### config.mk
export PLATFORM = sky130hd
export DESIGN_NAME = pipe_ctrl_unit
export DESIGN_NICKNAME = d
export VERILOG_FILES = /design/src/rtl/pipe_ctrl_pkg.sv /design/src/rtl/mdu_busy_timer.sv /design/src/rtl/pipe_ctrl_unit.sv
export SDC_FILE = /design/constraint.sdc
export NUM_CORES = 1
export LEC_CHECK = 0
export CORE_ASPECT_RATIO = 0.75
export CORE_UTILIZATION = 44
export CTS_BUF_LIST = sky130_fd_sc_hd__clkbuf_2 sky130_fd_sc_hd__clkbuf_4 sky130_fd_sc_hd__clkbuf_8
export DETAILED_ROUTE_END_ITERATION = 7
export GPL_ROUTABILITY_DRIVEN = 0
export PLACE_DENSITY = 0.74
export SLEW_MARGIN = 20
export SYNTH_ARGS = -nofsm -noshare
export SYNTH_HDL_FRONTEND = slang
export SYNTH_SLANG_ARGS = --single-unit
export TNS_END_PERCENT = 50
### constraint.sdc
create_clock -name clk -period 2.2 [get_ports clk]
set_input_delay 0.33 -clock clk [delete_from_list [all_inputs] [get_ports clk]]
set_output_delay 0.33 -clock clk [all_outputs]
set_load 0.1 [all_outputs]
### src/rtl/pipe_ctrl_pkg.sv
// Shared encodings for the pipeline control unit: opcode/funct values,
// ALU / write-back / jump / MDU select encodings and the per-stage
// control bundles carried through ID/EX, EX/MEM and MEM/WB.
package pipe_ctrl_pkg;

    // Primary opcodes
    localparam logic [5:0] OP_SPECIAL = 6'h00;
    localparam logic [5:0] OP_REGIMM  = 6'h01;
    localparam logic [5:0] OP_J       = 6'h02;
    localparam logic [5:0] OP_JAL     = 6'h03;
    localparam logic [5:0] OP_BEQ     = 6'h04;
    localparam logic [5:0] OP_BNE     = 6'h05;
    localparam logic [5:0] OP_BLEZ    = 6'h06;
    localparam logic [5:0] OP_BGTZ    = 6'h07;
    localparam logic [5:0] OP_ADDIU   = 6'h09;
    localparam logic [5:0] OP_ORI     = 6'h0d;
    localparam logic [5:0] OP_LUI     = 6'h0f;
    localparam logic [5:0] OP_LW      = 6'h23;
    localparam logic [5:0] OP_SW      = 6'h2b;

    // SPECIAL funct codes
    localparam logic [5:0] F_JR    = 6'h08;
    localparam logic [5:0] F_MFHI  = 6'h10;
    localparam logic [5:0] F_MTHI  = 6'h11;
    localparam logic [5:0] F_MFLO  = 6'h12;
    localparam logic [5:0] F_MTLO  = 6'h13;
    localparam logic [5:0] F_MULT  = 6'h18;
    localparam logic [5:0] F_MULTU = 6'h19;
    localparam logic [5:0] F_DIV   = 6'h1a;
    localparam logic [5:0] F_DIVU  = 6'h1b;
    localparam logic [5:0] F_ADDU  = 6'h21;
    localparam logic [5:0] F_SUBU  = 6'h23;
    localparam logic [5:0] F_AND   = 6'h24;
    localparam logic [5:0] F_OR    = 6'h25;
    localparam logic [5:0] F_SLT   = 6'h2a;
    localparam logic [5:0] F_SLTU  = 6'h2b;

    // REGIMM rt selectors
    localparam logic [4:0] RT_BLTZ = 5'd0;
    localparam logic [4:0] RT_BGEZ = 5'd1;

    typedef enum logic [2:0] {
        ALU_ADD  = 3'd0,
        ALU_SUB  = 3'd1,
        ALU_AND  = 3'd2,
        ALU_OR   = 3'd3,
        ALU_SLT  = 3'd4,
        ALU_SLTU = 3'd5,
        ALU_LUI  = 3'd6
    } alu_op_e;

    typedef enum logic [1:0] {
        WD_ALU  = 2'd0,
        WD_DM   = 2'd1,
        WD_PC8  = 2'd2,
        WD_HILO = 2'd3
    } wd_sel_e;

    typedef enum logic [1:0] {
        JMP_PC4 = 2'd0,
        JMP_BR  = 2'd1,
        JMP_J   = 2'd2,
        JMP_JR  = 2'd3
    } jump_sel_e;

    typedef enum logic [2:0] {
        MDU_NONE  = 3'd0,
        MDU_MULT  = 3'd1,
        MDU_MULTU = 3'd2,
        MDU_DIV   = 3'd3,
        MDU_DIVU  = 3'd4,
        MDU_MTHI  = 3'd5,
        MDU_MTLO  = 3'd6
    } mdu_op_e;

    // Full bundle decoded in ID and held in ID/EX
    typedef struct packed {
        alu_op_e    alu_op;
        logic       alub_sel;
        mdu_op_e    mdu_op;
        logic       dm_we;
        logic       dm_re;
        logic       grf_we;
        wd_sel_e    wd_sel;
        logic [4:0] a3;
    } ctrl_e_t;

    // Fields still needed after EX
    typedef struct packed {
        logic       dm_we;
        logic       dm_re;
        logic       grf_we;
        wd_sel_e    wd_sel;
        logic [4:0] a3;
    } ctrl_m_t;

    // Fields still needed in WB
    typedef struct packed {
        logic       grf_we;
        wd_sel_e    wd_sel;
        logic [4:0] a3;
    } ctrl_w_t;

    function automatic int max_int(input int a, input int b);
        return (a > b) ? a : b;
    endfunction

    // mult/multu/div/divu occupy the MDU; mthi/mtlo do not
    function automatic logic is_mdu_start(input mdu_op_e op);
        return (op == MDU_MULT) || (op == MDU_MULTU) ||
               (op == MDU_DIV)  || (op == MDU_DIVU);
    endfunction

endpackage

### src/rtl/mdu_busy_timer.sv
// Down-counter modelling multiply/divide unit occupancy. A start pulse
// loads the op latency; the counter then runs down to zero and busy is
// high while it is non-zero.
module mdu_busy_timer #(
    parameter int W = 4
) (
    input  logic         clk,
    input  logic         reset_n,
    input  logic         start,
    input  logic [W-1:0] load_val,
    output logic         busy
);

    logic [W-1:0] count;

    // Load on start, otherwise count down and hold at zero
    always_ff @(posedge clk or negedge reset_n) begin
        if (!reset_n) begin
            count <= '0;
        end else if (start) begin
            count <= load_val;
        end else if (count != '0) begin
            count <= count - 1'b1;
        end
    end

    assign busy = (count != '0);

endmodule

### src/rtl/pipe_ctrl_unit.sv
// Control unit for the 5-stage MIPS pipeline: ID decode, ID branch/jump
// resolution, load-use and MDU stall detection, and the E/M/W control
// registers. Optional macro PIPE_CTRL_BRANCH_EXT_EN adds bne, bgez, bgtz,
// blez and bltz; without it those encodings decode as nop.
module pipe_ctrl_unit
    import pipe_ctrl_pkg::*;
#(
    parameter int MULT_CYCLES = 5,
    parameter int DIV_CYCLES  = 10
) (
    input  logic        clk,
    input  logic        reset_n,
    input  logic [31:0] instr_d,
    input  logic        cmp_eq,
    input  logic        cmp_gt,
    input  logic        cmp_lt,
    output logic        stall,
    output logic [1:0]  jump_ctrl_d,
    output logic        ext_ctrl_d,
    output logic [2:0]  alu_ctrl_e,
    output logic        alub_sel_e,
    output logic [2:0]  mdu_op_e,
    output logic        dm_we_m,
    output logic        dm_re_m,
    output logic        grf_we_w,
    output logic [1:0]  wd_sel_w,
    output logic [4:0]  a3_e,
    output logic [4:0]  a3_m,
    output logic [4:0]  a3_w,
    output logic        mdu_busy
);

    localparam int CNT_W = $clog2(max_int(MULT_CYCLES, DIV_CYCLES) + 1);

    logic [5:0] op;
    logic [4:0] rs, rt, rd, shamt;
    logic [5:0] funct;

    assign op    = instr_d[31:26];
    assign rs    = instr_d[25:21];
    assign rt    = instr_d[20:16];
    assign rd    = instr_d[15:11];
    assign shamt = instr_d[10:6];
    assign funct = instr_d[5:0];

    ctrl_e_t    ctrl_d;
    ctrl_e_t    ctrl_e;
    ctrl_m_t    ctrl_m;
    ctrl_w_t    ctrl_w;
    jump_sel_e  jump_sel;
    logic       ext_d;
    logic       rs_t0, rs_t1, rt_t0, rt_t1;
    logic       mdu_class;
    logic       writes;
    logic [4:0] dst;
    logic       r_alu;
    alu_op_e    alu_r;

`ifndef PIPE_CTRL_BRANCH_EXT_EN
    // Comparator flags other than cmp_eq only feed the extended branches
    logic unused_cmp;
    assign unused_cmp = cmp_gt ^ cmp_lt;
`endif

    // ID decode: control bundle, branch/jump select and source-use times
    always_comb begin
        ctrl_d    = '0;
        jump_sel  = JMP_PC4;
        ext_d     = 1'b0;
        rs_t0     = 1'b0;
        rs_t1     = 1'b0;
        rt_t0     = 1'b0;
        rt_t1     = 1'b0;
        mdu_class = 1'b0;
        writes    = 1'b0;
        dst       = 5'd0;
        r_alu     = 1'b0;
        alu_r     = ALU_ADD;
        case (op)
            OP_SPECIAL: begin
                case (funct)
                    F_ADDU:  begin r_alu = 1'b1; alu_r = ALU_ADD;  end
                    F_SUBU:  begin r_alu = 1'b1; alu_r = ALU_SUB;  end
                    F_AND:   begin r_alu = 1'b1; alu_r = ALU_AND;  end
                    F_OR:    begin r_alu = 1'b1; alu_r = ALU_OR;   end
                    F_SLT:   begin r_alu = 1'b1; alu_r = ALU_SLT;  end
                    F_SLTU:  begin r_alu = 1'b1; alu_r = ALU_SLTU; end
                    F_JR: begin
                        jump_sel = JMP_JR;
                        rs_t0    = 1'b1;
                    end
                    F_MFHI, F_MFLO: begin
                        writes        = 1'b1;
                        dst           = rd;
                        ctrl_d.wd_sel = WD_HILO;
                        mdu_class     = 1'b1;
                    end
                    F_MTHI, F_MTLO: begin
                        ctrl_d.mdu_op = (funct == F_MTHI) ? MDU_MTHI : MDU_MTLO;
                        rs_t1         = 1'b1;
                        mdu_class     = 1'b1;
                    end
                    F_MULT, F_MULTU, F_DIV, F_DIVU: begin
                        case (funct)
                            F_MULT:  ctrl_d.mdu_op = MDU_MULT;
                            F_MULTU: ctrl_d.mdu_op = MDU_MULTU;
                            F_DIV:   ctrl_d.mdu_op = MDU_DIV;
                            default: ctrl_d.mdu_op = MDU_DIVU;
                        endcase
                        rs_t1     = 1'b1;
                        rt_t1     = 1'b1;
                        mdu_class = 1'b1;
                    end
                    default: ;
                endcase
                // Non-shift R-type ALU ops are only legal with shamt = 0
                if (r_alu && shamt == 5'd0) begin
                    ctrl_d.alu_op = alu_r;
                    writes        = 1'b1;
                    dst           = rd;
                    rs_t1         = 1'b1;
                    rt_t1         = 1'b1;
                end
            end
            OP_ORI: begin
                ctrl_d.alu_op   = ALU_OR;
                ctrl_d.alub_sel = 1'b1;
                writes          = 1'b1;
                dst             = rt;
                rs_t1           = 1'b1;
            end
            OP_ADDIU: begin
                ctrl_d.alu_op   = ALU_ADD;
                ctrl_d.alub_sel = 1'b1;
                ext_d           = 1'b1;
                writes          = 1'b1;
                dst             = rt;
                rs_t1           = 1'b1;
            end
            OP_LUI: begin
                ctrl_d.alu_op   = ALU_LUI;
                ctrl_d.alub_sel = 1'b1;
                writes          = 1'b1;
                dst             = rt;
            end
            OP_LW: begin
                ctrl_d.alub_sel = 1'b1;
                ctrl_d.dm_re    = 1'b1;
                ctrl_d.wd_sel   = WD_DM;
                ext_d           = 1'b1;
                writes          = 1'b1;
                dst             = rt;
                rs_t1           = 1'b1;
            end
            OP_SW: begin
                ctrl_d.alub_sel = 1'b1;
                ctrl_d.dm_we    = 1'b1;
                ext_d           = 1'b1;
                rs_t1           = 1'b1;
                rt_t1           = 1'b1;
            end
            OP_BEQ: begin
                ext_d    = 1'b1;
                jump_sel = cmp_eq ? JMP_BR : JMP_PC4;
                rs_t0    = 1'b1;
                rt_t0    = 1'b1;
            end
            OP_J: begin
                jump_sel = JMP_J;
            end
            OP_JAL: begin
                jump_sel      = JMP_J;
                ctrl_d.wd_sel = WD_PC8;
                writes        = 1'b1;
                dst           = 5'd31;
            end
`ifdef PIPE_CTRL_BRANCH_EXT_EN
            OP_BNE: begin
                ext_d    = 1'b1;
                jump_sel = !cmp_eq ? JMP_BR : JMP_PC4;
                rs_t0    = 1'b1;
                rt_t0    = 1'b1;
            end
            OP_BLEZ: begin
                ext_d    = 1'b1;
                jump_sel = !cmp_gt ? JMP_BR : JMP_PC4;
                rs_t0    = 1'b1;
            end
            OP_BGTZ: begin
                ext_d    = 1'b1;
                jump_sel = cmp_gt ? JMP_BR : JMP_PC4;
                rs_t0    = 1'b1;
            end
            OP_REGIMM: begin
                if (rt == RT_BLTZ) begin
                    ext_d    = 1'b1;
                    jump_sel = cmp_lt ? JMP_BR : JMP_PC4;
                    rs_t0    = 1'b1;
                end else if (rt == RT_BGEZ) begin
                    ext_d    = 1'b1;
                    jump_sel = !cmp_lt ? JMP_BR : JMP_PC4;
                    rs_t0    = 1'b1;
                end
            end
`endif
            default: ;
        endcase
        // $0 is never written: drop the enable and report no destination
        ctrl_d.grf_we = writes && (dst != 5'd0);
        ctrl_d.a3     = ctrl_d.grf_we ? dst : 5'd0;
    end

    logic e_lw, m_lw, e_alu_wr, e_mdu_start;
    logic stall_lu, stall_mdu;

    assign e_lw        = ctrl_e.dm_re && (ctrl_e.a3 != 5'd0);
    assign m_lw        = ctrl_m.dm_re && (ctrl_m.a3 != 5'd0);
    assign e_alu_wr    = ctrl_e.grf_we && (ctrl_e.a3 != 5'd0) &&
                         (ctrl_e.wd_sel == WD_ALU || ctrl_e.wd_sel == WD_HILO);
    assign e_mdu_start = is_mdu_start(ctrl_e.mdu_op);

    // Hazard detection: load-use against E and M, ALU result not yet ready for ID compare
    always_comb begin
        stall_lu = 1'b0;
        if (e_lw && (((rs_t0 || rs_t1) && rs == ctrl_e.a3) ||
                     ((rt_t0 || rt_t1) && rt == ctrl_e.a3)))
            stall_lu = 1'b1;
        if (m_lw && ((rs_t0 && rs == ctrl_m.a3) || (rt_t0 && rt == ctrl_m.a3)))
            stall_lu = 1'b1;
        if (e_alu_wr && ((rs_t0 && rs == ctrl_e.a3) || (rt_t0 && rt == ctrl_e.a3)))
            stall_lu = 1'b1;
        stall_mdu = mdu_class && (mdu_busy || e_mdu_start);
        stall     = stall_lu || stall_mdu;
    end

    mdu_busy_timer #(
        .W (CNT_W)
    ) u_mdu_busy_timer (
        .clk      (clk),
        .reset_n  (reset_n),
        .start    (e_mdu_start),
        .load_val ((ctrl_e.mdu_op == MDU_DIV || ctrl_e.mdu_op == MDU_DIVU) ?
                   CNT_W'(DIV_CYCLES) : CNT_W'(MULT_CYCLES)),
        .busy     (mdu_busy)
    );

    // Pipeline registers: bubble into EX on stall, M and W always advance
    always_ff @(posedge clk or negedge reset_n) begin
        if (!reset_n) begin
            ctrl_e <= '0;
            ctrl_m <= '0;
            ctrl_w <= '0;
        end else begin
            ctrl_e        <= stall ? '0 : ctrl_d;
            ctrl_m.dm_we  <= ctrl_e.dm_we;
            ctrl_m.dm_re  <= ctrl_e.dm_re;
            ctrl_m.grf_we <= ctrl_e.grf_we;
            ctrl_m.wd_sel <= ctrl_e.wd_sel;
            ctrl_m.a3     <= ctrl_e.a3;
            ctrl_w.grf_we <= ctrl_m.grf_we;
            ctrl_w.wd_sel <= ctrl_m.wd_sel;
            ctrl_w.a3     <= ctrl_m.a3;
        end
    end

    assign jump_ctrl_d = jump_sel;
    assign ext_ctrl_d  = ext_d;
    assign alu_ctrl_e  = ctrl_e.alu_op;
    assign alub_sel_e  = ctrl_e.alub_sel;
    assign mdu_op_e    = ctrl_e.mdu_op;
    assign a3_e        = ctrl_e.a3;
    assign dm_we_m     = ctrl_m.dm_we;
    assign dm_re_m     = ctrl_m.dm_re;
    assign a3_m        = ctrl_m.a3;
    assign grf_we_w    = ctrl_w.grf_we;
    assign wd_sel_w    = ctrl_w.wd_sel;
    assign a3_w        = ctrl_w.a3;

endmodule

==> results.cfg, run 1 <==
[floorplanning]
die_h_um = 65.1
placementRows = 22
ioPinCount = 69
start_util = 0.468
dieArea_um2 = 5600
fp.dieW_um = 86.1
core_region_area_um2 = 4980

[sta]
hold_viol = 0
period_needed_ps = 2600
hold-worst-slack_ps = 123
fin_ws_ps = -397
rsz0062_at_grt = yes
worst_pin_slew_ps = 828
final-setup-viol-count = 1
slew_headroom = 0.448
drv_slew = 0
max_freq_mhz = 385
fin_crit_sh = 1.18
finClkSkew_ps = 6.23

[synth]
syn-mean-instance-area_um2 = 9.52
yosysTopAreaCell = dfrtp_1
yosysMostFrequentCell = dfrtp_1
synth.top_cells.by_count = dfrtp_1 (39), nor2_1 (35), a21oi_1 (16), buf_4 (16), xnor2_1 (15)
ys_seq_area_frac = 0.418
synth.area.top_cells = dfrtp_1 (42%), nor2_1 (5.6%), xnor2_1 (5.6%)
async_flop_share = 1.00
syn_inst = 245
ys_warn_count = 0
yosys_most_used_dff = dfrtp_1
ys_ff_latch = 39
synth-edff-count = 0
synth_area_um2 = 2330
yosysTopAreaCellShare = 0.418
ys_types = 51
syn_nets = 284

[route]
wl_mm = 6.40
avgViaCountPerCell = 5.28
drc = 0
drt_first_pass_iters = 5
detail_route.wl_per_cell_um = 14.9
route.vias.total = 2264
initialDrtViolationCount = 156
antenna_left = 0

[cts]
clkSlewWorstSetupHoldPaths_ps = 80
clock_path_buffers = 2
cts_buffers = 5
clk_latency_ps = 290
hold_buffers = 0
cts-root-buf = clkbuf_8
cts_tree = built
h-tree-depth = 2
cts_sinks = 39

[pwr]
power_leakage_nw = 1.69
pwr-share-comb = 0.341
power_frac_seq = 0.377
p_sw_frac = 0.332
ir_drop_mv = 0.309
cell_internal_pwr_w = 0.00142
power_density_nw_per_um2 = 599
p_sw_w = 0.000707
power_frac_clock = 0.282

[finish]
nets = 395
multi_input_area_um2 = 1250
diodes = 0
final_cell_area_um2 = 3560
drive_gt1_frac = 0.375
seqCellArea_um2 = 976
n_fill_cell = 376
area_growth_pct = 52.7

[worst_setup_path]
worstPathArrival_ps = 2270
worstPathMaxFanout = 2
crit_chain = or4_4 > o21a_1 > nor3b_4 > o211ai_2 > o311ai_4 > o21bai_4 > buf_12
crit_path_end_kind = output pin
critPathBufInv = 1
crit_type = flop to output pin
slowest_delay_ps = 560
start_kind = flop
cp_slowest_cell = or4_4
cp_data_required_time_ps = 1870
cp_top_family = simple AND/OR/NAND/NOR gates

[placed_design]
postPlaceCellArea_um2 = 3330
hpwl_mm = 4.63
io_buffers = 66

[global_routing]
track_usage = 0.234
grt_pass1_wl_mm = 10.1
grt_overflow_total = 0
grt_pass1_vias = 2119
grt_max_degree = 40
antenna_found_initial = 0

[flow_run]
cap_violations = 0

[outcome]
violations = negative setup slack
status = finished, violations left

[worst_hold_path]
hp-class = input pin to asynchronous set/reset pin
-- state kept, by name, summed over array words and instances, names as in the netlist --
register	count
a3_e	5
a3_m	5
a3_w	5
alu_ctrl_e	3
alub_sel_e	1
ctrl_e	5
ctrl_m	3
dm_re_m	1
dm_we_m	1
grf_we_w	1
mdu_op_e	3
u_mdu_busy_timer.count	4
wd_sel_w	2
-- metal layers --
metal	wire length, um	global-route usage	vias to the layer above	part of all wire
met5	0	0	-	0
met4	148	0.0729	0	0.023
met3	431	0.0433	23	0.067
met2	2960	0.372	103	0.46
met1	2870	0.323	1069	0.45
li1	-	-	1069	-
-- cell families after synthesis --
kind of cell / Yosys count / share of synthesized area
buffers and inverters: 31 / 0.0848
adders and majority gates: 2 / 0.0107
AOI/OAI and AO/OA: 49 / 0.153
xor gates and xnor gates: 25 / 0.0939
DFF: 39 / 0.418
and+or+nand+nor: 97 / 0.229
muxes: 2 / 0.0107
-- what timing repair did --
item	4_1_cts	5_1_grt
endpoints found under the setup margin	2	4
setup buffers	4	2
endpoints found under the hold margin	0	0
gates cloned	0	0
resized for setup	14	9
pin swaps	4	5
-- stage by stage --
step                      total power (W)  setup TNS (ps)  setup WS [ps]  utilization  cells
after global routing              0.00225            -445           -436        0.715    429
after CTS                         0.00214            -366           -366        0.704    427
after floorplan                   0.00126            -401           -378            -    245
final                             0.00213            -397           -397        0.715    429
after detailed placement          0.00153           -3360           -573        0.668    415
after global placement            0.00151           -2410           -499        0.668    415
-- power by group through the flow --
| stage | clock network (W) | registers [W] | logic (W) |
|---|---|---|---|
| floorplan | 0 | 0.000845 | 0.000411 |
| global placement | 0 | 0.000814 | 0.000691 |
| detailed placement | 0 | 0.000816 | 0.000714 |
| CTS | 0.000615 | 0.000801 | 0.000721 |
| global route | 0.000652 | 0.000811 | 0.000782 |
| finish | 0.000601 | 0.000804 | 0.000726 |
-- area by class of cell --
cell class / instances / share of cell area
multi-input cells: 175 / 0.351
repair buffers: 130 / 0.313
flip-flops and latches: 39 / 0.274
well taps: 72 / 0.0253
clock buffers: 5 / 0.0193
clock inverters: 3 / 0.0123
inverters: 5 / 0.00527
-- final timing paths --
kind / startpoint / end / slack (ps) / cells after the start
max reg2reg: a3_e[1] / ctrl_e[7] / 80 / 8
min in group clk: ctrl_m[7] / grf_we_w / 350 / 0
min: reset_n / alub_sel_e / 120 / 1
min reg2reg: ctrl_m[7] / grf_we_w / 350 / 0
max in group asynchronous: reset_n / a3_e[0] / 1550 / 1
max: a3_e[1] / stall / -400 / 7
-- cell usage in the layout, fill, tap and decap left out, types with 2 or more instances in the layout --
master and instances:
o211ai_1 2, nor4_4 2, nor2_2 3, nor3_2 5, and4b_1 2, xor2_1 10
buf_12 5, ha_1 2, nand2_2 2, a221oi_1 5, dfrtp_1 39, clkbuf_8 5
nor2_1 32, a211oi_1 2, nor2b_1 6, xnor2_1 15, o21ai_0 6, dlygate4sd2_1 6
a21oi_1 14, or4_1 2, o311ai_4 2, nor4_1 2, and3_1 4, buf_4 91
nand3_1 6, nor3_1 8, nand2_1 9, o21a_1 5, inv_1 4, a21oi_2 2
clkdlybuf4s50_1 26, a31oi_1 2
Power figures use the tool's default switching activity.
==> inputs of run 2 (changes only) <==
--- a/config.mk
+++ b/config.mk
@@ -6,11 +6,11 @@
 export NUM_CORES = 1
 export LEC_CHECK = 0
 export CORE_ASPECT_RATIO = 0.75
-export CORE_UTILIZATION = 44
+export CORE_UTILIZATION = 40
 export CTS_BUF_LIST = sky130_fd_sc_hd__clkbuf_2 sky130_fd_sc_hd__clkbuf_4 sky130_fd_sc_hd__clkbuf_8
 export DETAILED_ROUTE_END_ITERATION = 7
 export GPL_ROUTABILITY_DRIVEN = 0
-export PLACE_DENSITY = 0.74
+export PLACE_DENSITY = 0.65
 export SLEW_MARGIN = 20
 export SYNTH_ARGS = -nofsm -noshare
 export SYNTH_HDL_FRONTEND = slang
==> constraint.sdc (replaced) <==
create_clock -name clk -period 3.2 [get_ports clk]
set_input_delay 0.48 -clock clk [delete_from_list [all_inputs] [get_ports clk]]
set_output_delay 0.48 -clock clk [all_outputs]
set_load 0.1 [all_outputs]
==> run 2 against run 1 <==
Against the previous run:
- the run now ends clean
- final cell count shrank 11%
- clock-buffer cell count is the same
- die area grew 9.7%
- largest power group unchanged
- total power shrank 35%
- worst setup slack gained 570 ps
- global-route usage shrank 4.8 points
- largest cell class unchanged
- register-to-register slack gained 890 ps
==> results.cfg, run 2 (synthesis gave the netlist of run 1 again) <==
[global_routing]
grt_max_degree = 40
grt_overflow_total = 0
grt_pass1_wl_mm = 8.69
antenna_found_initial = 0
track_usage = 0.186
grt_pass1_vias = 1782

[route]
route.vias.total = 1932
avgViaCountPerCell = 5.07
detail_route.wl_per_cell_um = 14.0
drc = 0
initialDrtViolationCount = 100
wl_mm = 5.35
drt_first_pass_iters = 4
antenna_left = 0

[placed_design]
hpwl_mm = 4.23
io_buffers = 66

[floorplanning]
die_h_um = 68.1
fp.dieW_um = 90.2
start_util = 0.427
placementRows = 23
ioPinCount = 69
dieArea_um2 = 6140
core_region_area_um2 = 5470

[cts]
clock_path_buffers = 2
clkSlewWorstSetupHoldPaths_ps = 80
cts-root-buf = clkbuf_8
cts_buffers = 5
h-tree-depth = 2
cts_sinks = 39
cts_tree = built
clk_latency_ps = 290

[finish]
nets = 344
seqCellArea_um2 = 976
layout_common_cells = clkdlybuf4s50_1 (41), dfrtp_1 (39), nor2_1 (35)
final_common_cell = clkdlybuf4s50_1
diodes = 0
multi_input_area_um2 = 1170
area_growth_pct = 33.9
n_fill_cell = 500
drive_gt1_frac = 0.196

[worst_setup_path]
crit_path_end_kind = output pin
slowest_delay_ps = 600
r2r_slack_ps = 970
cp_slowest_cell = clkdlybuf4s50_1
worstPathMaxFanout = 6
reg2reg_depth = 7
cp_top_family = buffers and inverters
reg2reg_from = a3_e[1]
r2r_end = ctrl_e[7]
crit_start = instr_d[1]
crit_type = input pin to output pin
start_kind = input pin
critPathBufInv = 3
cp_data_required_time_ps = 2720
crit_chain = clkdlybuf4s50_1 > mux2_4 > nor2_4 > nor3_1 > buf_4 > o211ai_2 > o311ai_4 > o21bai_2 > buf_12
worstPathArrival_ps = 2550

[worst_hold_path]
hp-class = input pin to asynchronous set/reset pin

[sta]
hold_viol = 0
finalSetupTns_ps = 0
period_needed_ps = 3030
worst_pin_slew_ps = 982
drv_slew = 0
rsz0062_at_grt = no
hold-worst-slack_ps = 291
final-setup-viol-count = 0
finClkSkew_ps = 7.10
fin_crit_sh = 0.946
max_freq_mhz = 330
slew_headroom = 0.343

[pwr]
power_leakage_nw = 1.39
ir_drop_mv = 0.245
power_density_nw_per_um2 = 446

[outcome]
status = finished, final reports clean

[flow_run]
cap_violations = 0
## run 2: cell types whose count changed in the layout (fill, tap and decap cells not counted), sizes merged
cell           previous run  this run
dlygate4sd2               6         0
buf                      97        36
dlymetal6s2s              1         2
clkdlybuf4s50            26        41
## run 2: repair_timing
action	4_1_cts	5_1_grt
setup buffers	0	0
setup endpoints to repair	0	1
hold buffers	0	0
gates resized for setup	0	3
## run 2: per-stage QoR
step | util | total power, W | std cells | worst slack (ps) | area (um^2)
after floorplan | - | 0.000861 | 245 | 183 | 2340
after global placement | 0.549 | 0.000976 | 373 | 154 | 3000
after detailed placement | 0.549 | 0.000990 | 373 | 137 | 3000
after CTS | 0.569 | 0.00141 | 381 | 134 | 3110
after global routing | 0.571 | 0.00147 | 381 | 35.9 | 3120
final | 0.571 | 0.00139 | 381 | 172 | 3120
## run 2: routing by layer
metal  GRT usage  part of all wire  routed length (um)  vias up
li1            -                 -                   -      973
met1       0.266              0.50                2670      893
met2       0.281              0.44                2360       61
met3      0.0367             0.051                 271        5
met4      0.0665             0.010                  54        0
met5           0                 0                   0        -
## run 2: worst reg2reg max path, delay by kind of cell (launching register included)
kind	cells	cell delay (ps)
AND/OR/NAND/NOR	2	750
buffers and inverters	1	200
AO/OA/AOI/OAI	4	720
flip-flops	1	470
## run 2: power by group
part	switching, W	internal, W
clock	0.000184	0.000232
sequential	0.0000251	0.000529
combinational	0.000256	0.000166
total	0.000464	0.000927
## run 2: layout make-up
class | instances | share of cell area
inverters | 5 | 0.00601
clock inverters | 3 | 0.0140
flip-flops and latches | 39 | 0.313
clock buffers | 5 | 0.0220
multi-input cells | 175 | 0.374
repair buffers | 79 | 0.241
well taps | 75 | 0.0301
## run 2: worst max-delay path by stage
stage               endpoint  slack (ps)  cells past startpoint
floorplan              stall         180                      7
global placement       stall         150                      8
CTS                    stall         130                      8
global route           stall          40                      8
finish                 stall         170                      9
detailed placement     stall         140                      8
